## config.mk

```make
export PLATFORM = sky130hd
export DESIGN_NAME = first_countdown
export DESIGN_NICKNAME = d
export VERILOG_FILES = /design/src/rtl/first_countdown_pkg.sv /design/src/rtl/first_countdown.sv
export SDC_FILE = /design/constraint.sdc
export NUM_CORES = 1
export LEC_CHECK = 0
export BUFFER_PORTS_ARGS = -buffer_cell sky130_fd_sc_hd__buf_2
export CORE_UTILIZATION = 30
export CTS_CLUSTER_DIAMETER = 150
export DETAILED_ROUTE_END_ITERATION = 10
export PLACE_DENSITY = 0.53
export SYNTH_ARGS = -nofsm -noshare
export SYNTH_HDL_FRONTEND = slang
export SYNTH_SLANG_ARGS = --single-unit
```

## constraint.sdc

```tcl
create_clock -name clk -period 1.9 [get_ports clk]
set_input_delay 0.095 -clock clk [delete_from_list [all_inputs] [get_ports clk]]
set_output_delay 0.095 -clock clk [all_outputs]
set_load 0.005 [all_outputs]
```

## src/rtl/first_countdown_pkg.sv

```systemverilog
// Shared definitions for the loadable down-counter: state encoding and default width.
package first_countdown_pkg;

   localparam int DEFAULT_WIDTH = 4;

   typedef enum logic [1:0] {
      IDLE = 2'b00,
      RUN  = 2'b01,
      DONE = 2'b10
   } state_t;

endpackage

```

## src/rtl/first_countdown.sv

```systemverilog
// Loadable down-counter with terminal-count pulse, sticky underflow flag and
// optional auto-reload, usable as a one-shot timer or a periodic tick source.
//
// state | meaning
// IDLE  | after reset; counter holds, enable ignored, waits for load
// RUN   | decrements on enable; underflow event when enabled at count 0
// DONE  | one-shot finished; counter holds 0, waits for load
module first_countdown
   import first_countdown_pkg::*;
#(
   parameter int WIDTH = DEFAULT_WIDTH
) (
   input  logic             clk,
   input  logic             reset,
   input  logic             enable,
   input  logic             load,
   input  logic [WIDTH-1:0] load_value,
   input  logic             auto_reload,
   input  logic             clear_underflow,
   output logic [WIDTH-1:0] counter_out,
   output logic             zero_pulse,
   output logic             underflow_out,
   output logic             busy
);

   state_t           state_q;
   logic [WIDTH-1:0] cnt_q;
   logic [WIDTH-1:0] reload_q;
   logic             busy_q;
   logic             pulse_q;
   logic             uflag_q;
   logic             uflow_d;

   // A load in the same cycle wins and swallows the event.
   assign uflow_d = (state_q == RUN) && !load && enable && (cnt_q == '0);

   always_ff @(posedge clk) begin
      if (reset) begin
         state_q  <= IDLE;
         cnt_q    <= '0;
         reload_q <= '0;
         busy_q   <= 1'b0;
      end else if (load) begin
         state_q  <= RUN;
         cnt_q    <= load_value;
         reload_q <= load_value;
         busy_q   <= 1'b1;
      end else begin
         case (state_q)
            IDLE: begin
               busy_q <= 1'b0;
            end
            RUN: begin
               if (enable) begin
                  if (cnt_q != '0) begin
                     cnt_q <= cnt_q - 1'b1;
                  end else if (auto_reload) begin
                     cnt_q <= reload_q;
                  end else begin
                     state_q <= DONE;
                     busy_q  <= 1'b0;
                  end
               end
            end
            DONE: begin
               cnt_q  <= '0;
               busy_q <= 1'b0;
            end
            default: begin
               state_q <= IDLE;
               busy_q  <= 1'b0;
            end
         endcase
      end
   end

   // Setting the sticky flag takes precedence over a coincident clear.
   always_ff @(posedge clk) begin
      if (reset) begin
         pulse_q <= 1'b0;
         uflag_q <= 1'b0;
      end else begin
         pulse_q <= uflow_d;
         uflag_q <= uflow_d | (uflag_q & ~clear_underflow);
      end
   end

   assign counter_out   = cnt_q;
   assign zero_pulse    = pulse_q;
   assign underflow_out = uflag_q;
   assign busy          = busy_q;

endmodule

```

* Word level (Yosys, flattened, before mapping)
Index checks and enable logic that the tools add are counted.
** Storage, ports and cells
- Register bits :: 13
- Bits of input ports :: 10
- Logic and storage cells :: 51
** Operators by class
- Add/sub/neg operators :: 1
- Equal/unequal tests :: 10
- Multiplexer cells :: 15
- Bitwise gates (word level) :: 4
- Reduce and logical (&&, ||, !) cells :: 14
** Operator list (number)
- 4-bit two-way mux :: 4
- 3-bit inequality test (second input constant) :: 3
- 4-bit one-hot mux with 2 select lines :: 1
- 4-bit AND reduction :: 2
- 1-bit two-way mux :: 6
- 2-bit two-way mux :: 3
- 2-bit inequality test (second input constant) :: 3
- 3-bit AND reduction :: 2
- 4-bit zero test :: 1
- 4-bit by 3-bit inequality test with 1-bit output (second input constant) :: 1
- 2-bit one-hot mux with 2 select lines :: 1
- 4-bit nonzero test :: 1
- 2-bit OR reduction :: 2
- 4-bit by 1-bit subtractor with 4-bit output (second input constant) :: 1
- 1-bit logical AND :: 3
- 3-bit nonzero test :: 1
- 2-bit by 1-bit equality test with 1-bit output (second input constant) :: 1
- 2-bit equality test (second input constant) :: 1
- 2-bit zero test :: 1
- 2-bit by 1-bit inequality test with 1-bit output (second input constant) :: 1
- 1-bit inverter :: 2
- 1-bit bitwise AND :: 1
- 1-bit zero test :: 1
- 1-bit OR :: 1

* Depth between registers and ports, before layout
Gate-level depths: netlist of the first run.
- Word-level depth :: 5
- Gate-level depth with buffers :: 7
- Gate-level depth less buffers :: 6

* Worst setup path after synthesis of the first run
OpenSTA, ideal clock, no wires.
- Path type :: register to register
- From :: register cnt_q[0], in the netlist counter_out[0]
- To :: register cnt_q[1], in the netlist counter_out[1]
- Arrival :: 1.725 ns
- Data required time :: 1.780 ns
- Path slack :: 0.055 ns
- Stages on the path, launching flop included :: 8
- Period minus slack after synthesis :: 1.845 ns
- Cells stage by stage :: dfxtp_1 inv_1 ha_1 or3b_1 clkbuf_2 or3b_1 a221oi_2 nor4_1
** Between the ends
- Longest elaborated chain between the ends :: 5
** Ends and longest elaborated chain
- start: declaration :: RTL line first_countdown.sv:27 : logic [WIDTH-1:0] cnt_q;
- start signal: assignment :: RTL line first_countdown.sv:45 : cnt_q <= load_value;
- start signal: assignment :: RTL line first_countdown.sv:56 : cnt_q <= cnt_q - 1'b1;
- start signal: assignment :: RTL line first_countdown.sv:58 : cnt_q <= reload_q;
- 4-bit by 1-bit subtractor with 4-bit output / 4-bit nonzero test (equally long branches) :: RTL line first_countdown.sv:56, first_countdown.sv:55
- 4-bit two-way mux :: RTL line first_countdown.sv:55 : if (cnt_q != '0) begin
- 4-bit two-way mux :: RTL line first_countdown.sv:54 : if (enable) begin
- 4-bit one-hot mux with 2 select lines :: RTL line first_countdown.sv:49 : case (state_q)
- 4-bit two-way mux :: RTL line first_countdown.sv:43 : end else if (load) begin
Parallel ways exist; a longest one is shown, timed or not. The select of a mux whose other input is x is not followed.
A chain may end at the register's enable or synchronous reset.

* Final worst setup path of the first run
- From :: register cnt_q[1], in the netlist counter_out[1]
- To :: register cnt_q[1], in the netlist counter_out[1]
Same word-level chain as after synthesis.

==> metrics.log, run 1 <==
[metrics] critical-path cell list: inv_1 -> ha_2 -> or3b_4 -> or3b_1 -> a221oi_2 -> nor4_1
[metrics] maximum level of the CTS H-tree: 1
[metrics] total cell area at the placement stage: 749.5 µm²
[metrics] Maximum Capacitance Violations: 0
[metrics] top cell types by occurrence after synthesis: 13 x sky130_fd_sc_hd__dfxtp_1, 9 x sky130_fd_sc_hd__nor2_1, 7 x sky130_fd_sc_hd__nand2_1
[metrics] launching element type of the critical path: register
[metrics] logic depth of the worst path, buffers included: 6
[metrics] overall track demand over capacity in global routing: 15.75%
[metrics] share of the synthesized area in the top cell type: 41.60%
[metrics] vias in the first global route: 564
[metrics] vias per std cell: 5.059
[metrics] number of synthesized register bits: 13
[metrics] Placement Rows: 16
[metrics] PortBufs: 16
[metrics] cells after synthesis: 71
[metrics] total count of hold-check failures in the final report: 0
[metrics] total buffers and inverters traversed by the critical path: 1
[metrics] R2R Path End: counter_out[1]$_SDFFE_PP0P_
[metrics] Layout area overhead: 26.80%
[metrics] clock latency reported for the late side of the worst-skew pair: 0.28 ns
[metrics] sinks on the clock net: 13
[metrics] CP max-delay cell: sky130_fd_sc_hd__or3b_1
[metrics] most used routing layer in global routing: met2
[metrics] met2 usage in global routing: 26.30%
[metrics] DRT antenna net count: 0
[metrics] worst vdd rail ir drop: 0.5185 mV
[metrics] count of instances resized after the clock tree is built: 0
[metrics] Remaining DRCs: 0
[metrics] Reg2Reg Launch Point: counter_out[1]$_SDFFE_PP0P_
[metrics] die span in y: 47.67 µm
[metrics] final number of setup-violating endpoints: 0
[metrics] placed wire-length estimate: 1.060 mm
[metrics] drt first pass iters: 4
[metrics] total power: 0.6301 mW
[metrics] warnings from Yosys: 0
[metrics] WS Path Type: register to register
[metrics] total negative setup slack: 0 ns
[metrics] shortest clock period the worst path allows after layout: 1.802 ns
[metrics] post-layout instance count excluding filler cells: 118
[metrics] Placer Congestion: 0.8311
[metrics] share of cells above drive strength 1: 35.16%
[metrics] post-synthesis cell type count: 30
[metrics] worst endpoint required time: 2.06 ns
[metrics] cell leakage power: 0.3356 nW
[metrics] maximum buffer depth of the clock tree: 2
[metrics] starting utilization of the core area: 31.89%
[metrics] Clock Tree Root: sky130_fd_sc_hd__clkbuf_4
[metrics] Setup Fix Bufs, Post-CTS: 0
[metrics] leading cell types by total area after synthesis: sky130_fd_sc_hd__dfxtp_1 42%, sky130_fd_sc_hd__nor2_1 5.4%, sky130_fd_sc_hd__nand2_1 4.2%
[metrics] most frequent cell after synthesis: sky130_fd_sc_hd__dfxtp_1
[metrics] outcome: finished, final reports clean
[metrics] count of vias placed by the detailed router: 597
[metrics] Die X-Extent: 47.67 µm
[metrics] initial antenna violation count: 0
[metrics] core area: 1962 µm²
[metrics] met3 track utilization from global routing: 5.660%
[metrics] EDFF count, synth: 0
[metrics] Worst Path Max Fanout: 4
[metrics] reg-to-reg setup timing slack: 0.1 ns
[metrics] unrepaired setup endpoints after global routing: no
[metrics] worst slew pin tran: 0.3855 ns
[metrics] final instance area: 793.3 µm²
[metrics] share of flip-flops with an asynchronous set or reset after synthesis: 0%
[metrics] sequential area share after synthesis: 41.60%
[metrics] Detailed Route Iter0 Violations: 12
[metrics] hold crit path type: input port to register
[metrics] max_slew headroom: 74.30%
[metrics] global-route wire length before repair: 2.490 mm
[metrics] Net count, final: 104
[metrics] GRT Residual Overflow: 0
[metrics] commonest register cell after synthesis: sky130_fd_sc_hd__dfxtp_1
[metrics] Die Area: 2272 µm²
[metrics] Final Skew: 0.004950 ns
[metrics] routed wire length: 1.505 mm
[metrics] number of cell instances on the worst register-to-register path: 6
[metrics] synthesized area: 625.6 µm²
[metrics] wire length per cell after detailed routing: 12.75 µm
[metrics] family with the most delay on the worst path: simple AND/OR/NAND/NOR gates
[metrics] endpoint of the most critical setup path: counter_out[1]$_SDFFE_PP0P_
[metrics] Arr. time, crit path: 1.96 ns
[metrics] Synthesized Nets: 83
[metrics] PD cells: 794.3 nW/µm²
[metrics] max-slew violation count: 0
[metrics] critical path endpoint category: register
[metrics] largest incremental delay on the critical path: 0.40 ns
[metrics] largest net degree at the start of global routing: 14
[metrics] largest area contributor in the netlist: sky130_fd_sc_hd__dfxtp_1
[metrics] met1 layer usage reported by global route: 20.27%
[metrics] synthesized area per cell: 8.811 µm²
[metrics] Cells after DPL: 114
[metrics] TritonCTS Buffers: 3
[metrics] CTS tree: built
[metrics] critical path startpoint: counter_out[1]$_SDFFE_PP0P_
[metrics] diodes inserted: 0
[metrics] final cycle utilization of the critical path: 94.83%
[metrics] clock transition at the registers of the reported paths: 0.09 ns
[metrics] Max Clk Rate: 555.0 MHz
[metrics] cts hold-fix bufs: 0
[metrics] ports placed on the boundary: 17
==> cell families (layout without fill, tap and decap cells) <==
kind of cell | Yosys count | in the layout | share of synthesized area (%)
mux | 3 | 3 | 5.000
xor+xnor | 1 | 1 | 1.400
simple gates | 29 | 29 | 23.60
flops | 13 | 13 | 41.60
buf+inv | 7 | 27 | 4.397
compound gates | 16 | 16 | 20.00
fa+ha+maj | 2 | 2 | 3.999
==> through the flow <==
step                setup slack (ns)  hold WS, ns  util [%]
floorplan                    0.05485       0.1735         -
global placement              0.1506       0.3574     38.20
detailed placement           0.09965       0.3661     38.20
CTS                          0.07737      0.07233     39.54
global route                 0.01483      0.09871     40.43
finish                       0.09822      0.06995     40.43
==> worst min-delay path, delay by kind of cell <==
kind	cells	cell delay (ns)
buffers and inverters	1	0.09
muxes	1	0.06
and+or+nand+nor	1	0.07
==> where the power goes <==
part	internal (mW)	leakage, nW	switching [mW]
registers	0.290	0.107	0.0163
logic	0.0743	0.213	0.0722
clock network	0.0814	0.0150	0.0962
total	0.445	0.336	0.185
==> worst min-delay path by stage <==
stage / from / end / slack, ns / depth (start not counted)
2_1_floorplan: reset / counter_out[1]$_SDFFE_PP0P_ / 0.17 / 1
3_3_place_gp: load_value[2] / reload_q[2]$_SDFFE_PP0P_ / 0.36 / 3
3_5_place_dp: load_value[2] / reload_q[2]$_SDFFE_PP0P_ / 0.37 / 3
4_1_cts: load_value[2] / reload_q[2]$_SDFFE_PP0P_ / 0.07 / 3
5_1_grt: load_value[0] / reload_q[0]$_SDFFE_PP0P_ / 0.1 / 3
6_report: load_value[2] / reload_q[2]$_SDFFE_PP0P_ / 0.07 / 3
==> layer usage <==
| layer | part of all wire (%) | vias up |
|---|---|---|
| met4 | 0.60 | 0 |
| met1 | 47 | 288 |
| met2 | 49 | 11 |
| met5 | 0 | - |
| met3 | 3.3 | 2 |
| li1 | - | 296 |
==> state kept, by name, indices dropped and copies added, names as in the netlist <==
name,flops
counter_out,4
busy,1
reload_q,4
underflow_out,1
state_q,2
zero_pulse,1
==> placed cells by master, fill, tap and decap left out, types with 3 or more instances in the layout <==
cell type                   n
sky130_fd_sc_hd__buf_4      3
sky130_fd_sc_hd__nand2_1    7
sky130_fd_sc_hd__dfxtp_1   13
sky130_fd_sc_hd__buf_2     16
sky130_fd_sc_hd__a21oi_1    5
sky130_fd_sc_hd__clkbuf_4   3
sky130_fd_sc_hd__inv_1      3
sky130_fd_sc_hd__nor3_1     3
sky130_fd_sc_hd__nor2_1     9
==> final cells by class <==
class / instances / area, µm²
clock buffer: 4 / 26.28
multi-input combinational: 51 / 355.3
timing repair buffer: 19 / 102.6
inverter: 4 / 15.01
sequential: 13 / 260.3
fill: 238 / 1169
tap: 27 / 33.78
Note: power is estimated with default switching activity, not from simulation.
==> inputs of run 2 (changes only) <==
RECOVER_POWER = 50   (was default)
==> run 2 against run 1 <==
Hold slack improved by 0.0030 ns. Largest cell class unchanged. Critical path depth is the same. Highest routed layer unchanged. Global-route usage unchanged. Flip-flop and latch count is the same. Fmax down 0.14%. First-iteration DRC count down 8.3%. Die area did not move. Wire length rose by 0.47%.
==> metrics.log, run 2 (synthesized netlist as in run 1, its figures left out) <==
[metrics] Maximum Capacitance Violations: 0
[metrics] Worst Path Max Fanout: 4
[metrics] starting utilization of the core area: 31.89%
[metrics] shortest clock period the worst path allows after layout: 1.804 ns
[metrics] number of cell instances on the worst register-to-register path: 6
[metrics] die span in y: 47.67 µm
[metrics] global-route wire length before repair: 2.490 mm
[metrics] Setup Fix Bufs, Post-CTS: 0
[metrics] total negative setup slack: 0 ns
[metrics] DRT antenna net count: 0
[metrics] critical path endpoint category: register
[metrics] worst endpoint required time: 2.06 ns
[metrics] Placer Congestion: 0.8311
[metrics] diodes inserted: 0
[metrics] most frequent standard cell in the layout excluding fill and tap cells: sky130_fd_sc_hd__buf_2
[metrics] hold crit path type: input port to register
[metrics] final instance area: 783.3 µm²
[metrics] outcome: finished, final reports clean
[metrics] launching element type of the critical path: register
[metrics] worst slew pin tran: 0.3862 ns
[metrics] Clock Tree Root: sky130_fd_sc_hd__clkbuf_4
[metrics] Detailed Route Iter0 Violations: 11
[metrics] count of instances resized after the clock tree is built: 0
[metrics] worst vdd rail ir drop: 0.5120 mV
[metrics] cell leakage power: 0.3195 nW
[metrics] final number of setup-violating endpoints: 0
[metrics] total cell area at the placement stage: 749.5 µm²
[metrics] clock latency reported for the late side of the worst-skew pair: 0.27 ns
[metrics] max-slew violation count: 0
[metrics] Final Skew: 0.005639 ns
[metrics] initial antenna violation count: 0
[metrics] clock transition at the registers of the reported paths: 0.09 ns
[metrics] cts hold-fix bufs: 0
[metrics] Hold Crit Depth: 3
[metrics] R2R Path End: counter_out[1]$_SDFFE_PP0P_
[metrics] Placement Rows: 16
[metrics] Die X-Extent: 47.67 µm
[metrics] TritonCTS Buffers: 3
[metrics] largest net degree at the start of global routing: 14
[metrics] PortBufs: 16
[metrics] hold path start: load_value[2]
[metrics] number of fillers in the final layout: 241
[metrics] max_slew headroom: 74.25%
[metrics] ports placed on the boundary: 17
[metrics] vias per std cell: 5.000
[metrics] hold worst-path end: reload_q[2]$_SDFFE_PP0P_
[metrics] Max Clk Rate: 554.2 MHz
[metrics] CTS tree: built
[metrics] Die Area: 2272 µm²
[metrics] unrepaired setup endpoints after global routing: no
[metrics] wire length per cell after detailed routing: 12.81 µm
[metrics] reg-to-reg setup timing slack: 0.1 ns
[metrics] count of vias placed by the detailed router: 590
[metrics] vias in the first global route: 564
[metrics] final cycle utilization of the critical path: 94.97%
[metrics] placed wire-length estimate: 1.060 mm
[metrics] total count of hold-check failures in the final report: 0
[metrics] Reg2Reg Launch Point: counter_out[1]$_SDFFE_PP0P_
[metrics] maximum buffer depth of the clock tree: 2
[metrics] highest-count cells in the layout ignoring fill and taps: 14 x sky130_fd_sc_hd__buf_2, 13 x sky130_fd_sc_hd__dfxtp_1, 9 x sky130_fd_sc_hd__nor2_1
[metrics] Net count, final: 104
[metrics] drt first pass iters: 4
[metrics] core area: 1962 µm²
[metrics] PD cells: 797.6 nW/µm²
[metrics] Arr. time, crit path: 1.96 ns
[metrics] Layout area overhead: 25.20%
[metrics] share of cells above drive strength 1: 30.77%
[metrics] smallest hold slack: 0.07290 ns
[metrics] maximum level of the CTS H-tree: 1
[metrics] Remaining DRCs: 0
[metrics] GRT Residual Overflow: 0
[metrics] routed wire length: 1.512 mm
[metrics] WS Path Type: register to register
[metrics] overall track demand over capacity in global routing: 15.75%
[metrics] sinks on the clock net: 13
run 2: cell types whose count changed in the layout (fill, tap and decap cells not counted):
cell,delta
sky130_fd_sc_hd__buf_4,-2
sky130_fd_sc_hd__clkbuf_1,+4
sky130_fd_sc_hd__buf_2,-2
run 2: layout make-up:
cell class / count / area [µm²] / area share [%]
Inverter: 4 / 15.01 / 1.917
Sequential cell: 13 / 260.3 / 33.23
Tap cell: 27 / 33.78 / 4.313
Timing Repair Buffer: 19 / 92.59 / 11.82
Multi-Input combinational cell: 51 / 355.3 / 45.37
Clock buffer: 4 / 26.28 / 3.355
run 2: worst max path at each step:
stage / start / depth (start not counted) / end
floorplan: counter_out[0]$_SDFFE_PP0P_ / 7 / counter_out[1]$_SDFFE_PP0P_
global placement: counter_out[0]$_SDFFE_PP0P_ / 6 / counter_out[1]$_SDFFE_PP0P_
detailed placement: counter_out[0]$_SDFFE_PP0P_ / 6 / counter_out[1]$_SDFFE_PP0P_
CTS: counter_out[0]$_SDFFE_PP0P_ / 6 / counter_out[1]$_SDFFE_PP0P_
global route: counter_out[1]$_SDFFE_PP0P_ / 6 / counter_out[1]$_SDFFE_PP0P_
finish: counter_out[1]$_SDFFE_PP0P_ / 6 / counter_out[1]$_SDFFE_PP0P_
run 2: power by group:
part	switching [mW]	leakage [nW]	internal, mW	total (mW)
clock	0.0944	0.0150	0.0813	0.176
sequential	0.0165	0.107	0.290	0.306
combinational	0.0724	0.197	0.0704	0.143
total	0.183	0.320	0.441	0.625
run 2: routing by layer:
| layer | wire length, µm | global-route usage (%) | vias to the layer above | share of wire, % |
|---|---|---|---|---|
| met3 | 54 | 5.660 | 2 | 3.6 |
| li1 | - | - | 298 | - |
| met4 | 9 | 1.667 | 0 | 0.60 |
| met2 | 734 | 26.30 | 11 | 49 |
| met5 | 0 | 0 | - | 0 |
| met1 | 714 | 20.27 | 279 | 47 |
run 2: metrics by stage:
| step | utilization [%] | power, mW | setup slack (ns) | cells |
|---|---|---|---|---|
| 2_1_floorplan | - | 0.3992 | 0.05485 | 71 |
| 3_3_place_gp | 38.20 | 0.4473 | 0.1506 | 114 |
| 3_5_place_dp | 38.20 | 0.4495 | 0.09965 | 114 |
| 4_1_cts | 39.54 | 0.6271 | 0.07737 | 118 |
| 5_1_grt | 39.92 | 0.6671 | 0.01548 | 118 |
| 6_report | 39.92 | 0.6247 | 0.09564 | 118 |
run 2: worst max-delay path: stages (launching register included):
cell	delay (ns)
sky130_fd_sc_hd__dfxtp_1	0.31
sky130_fd_sc_hd__inv_1	0.08
sky130_fd_sc_hd__ha_2	0.20
sky130_fd_sc_hd__or3b_4	0.39
sky130_fd_sc_hd__or3b_1	0.40
sky130_fd_sc_hd__a221oi_2	0.24
sky130_fd_sc_hd__nor4_1	0.07
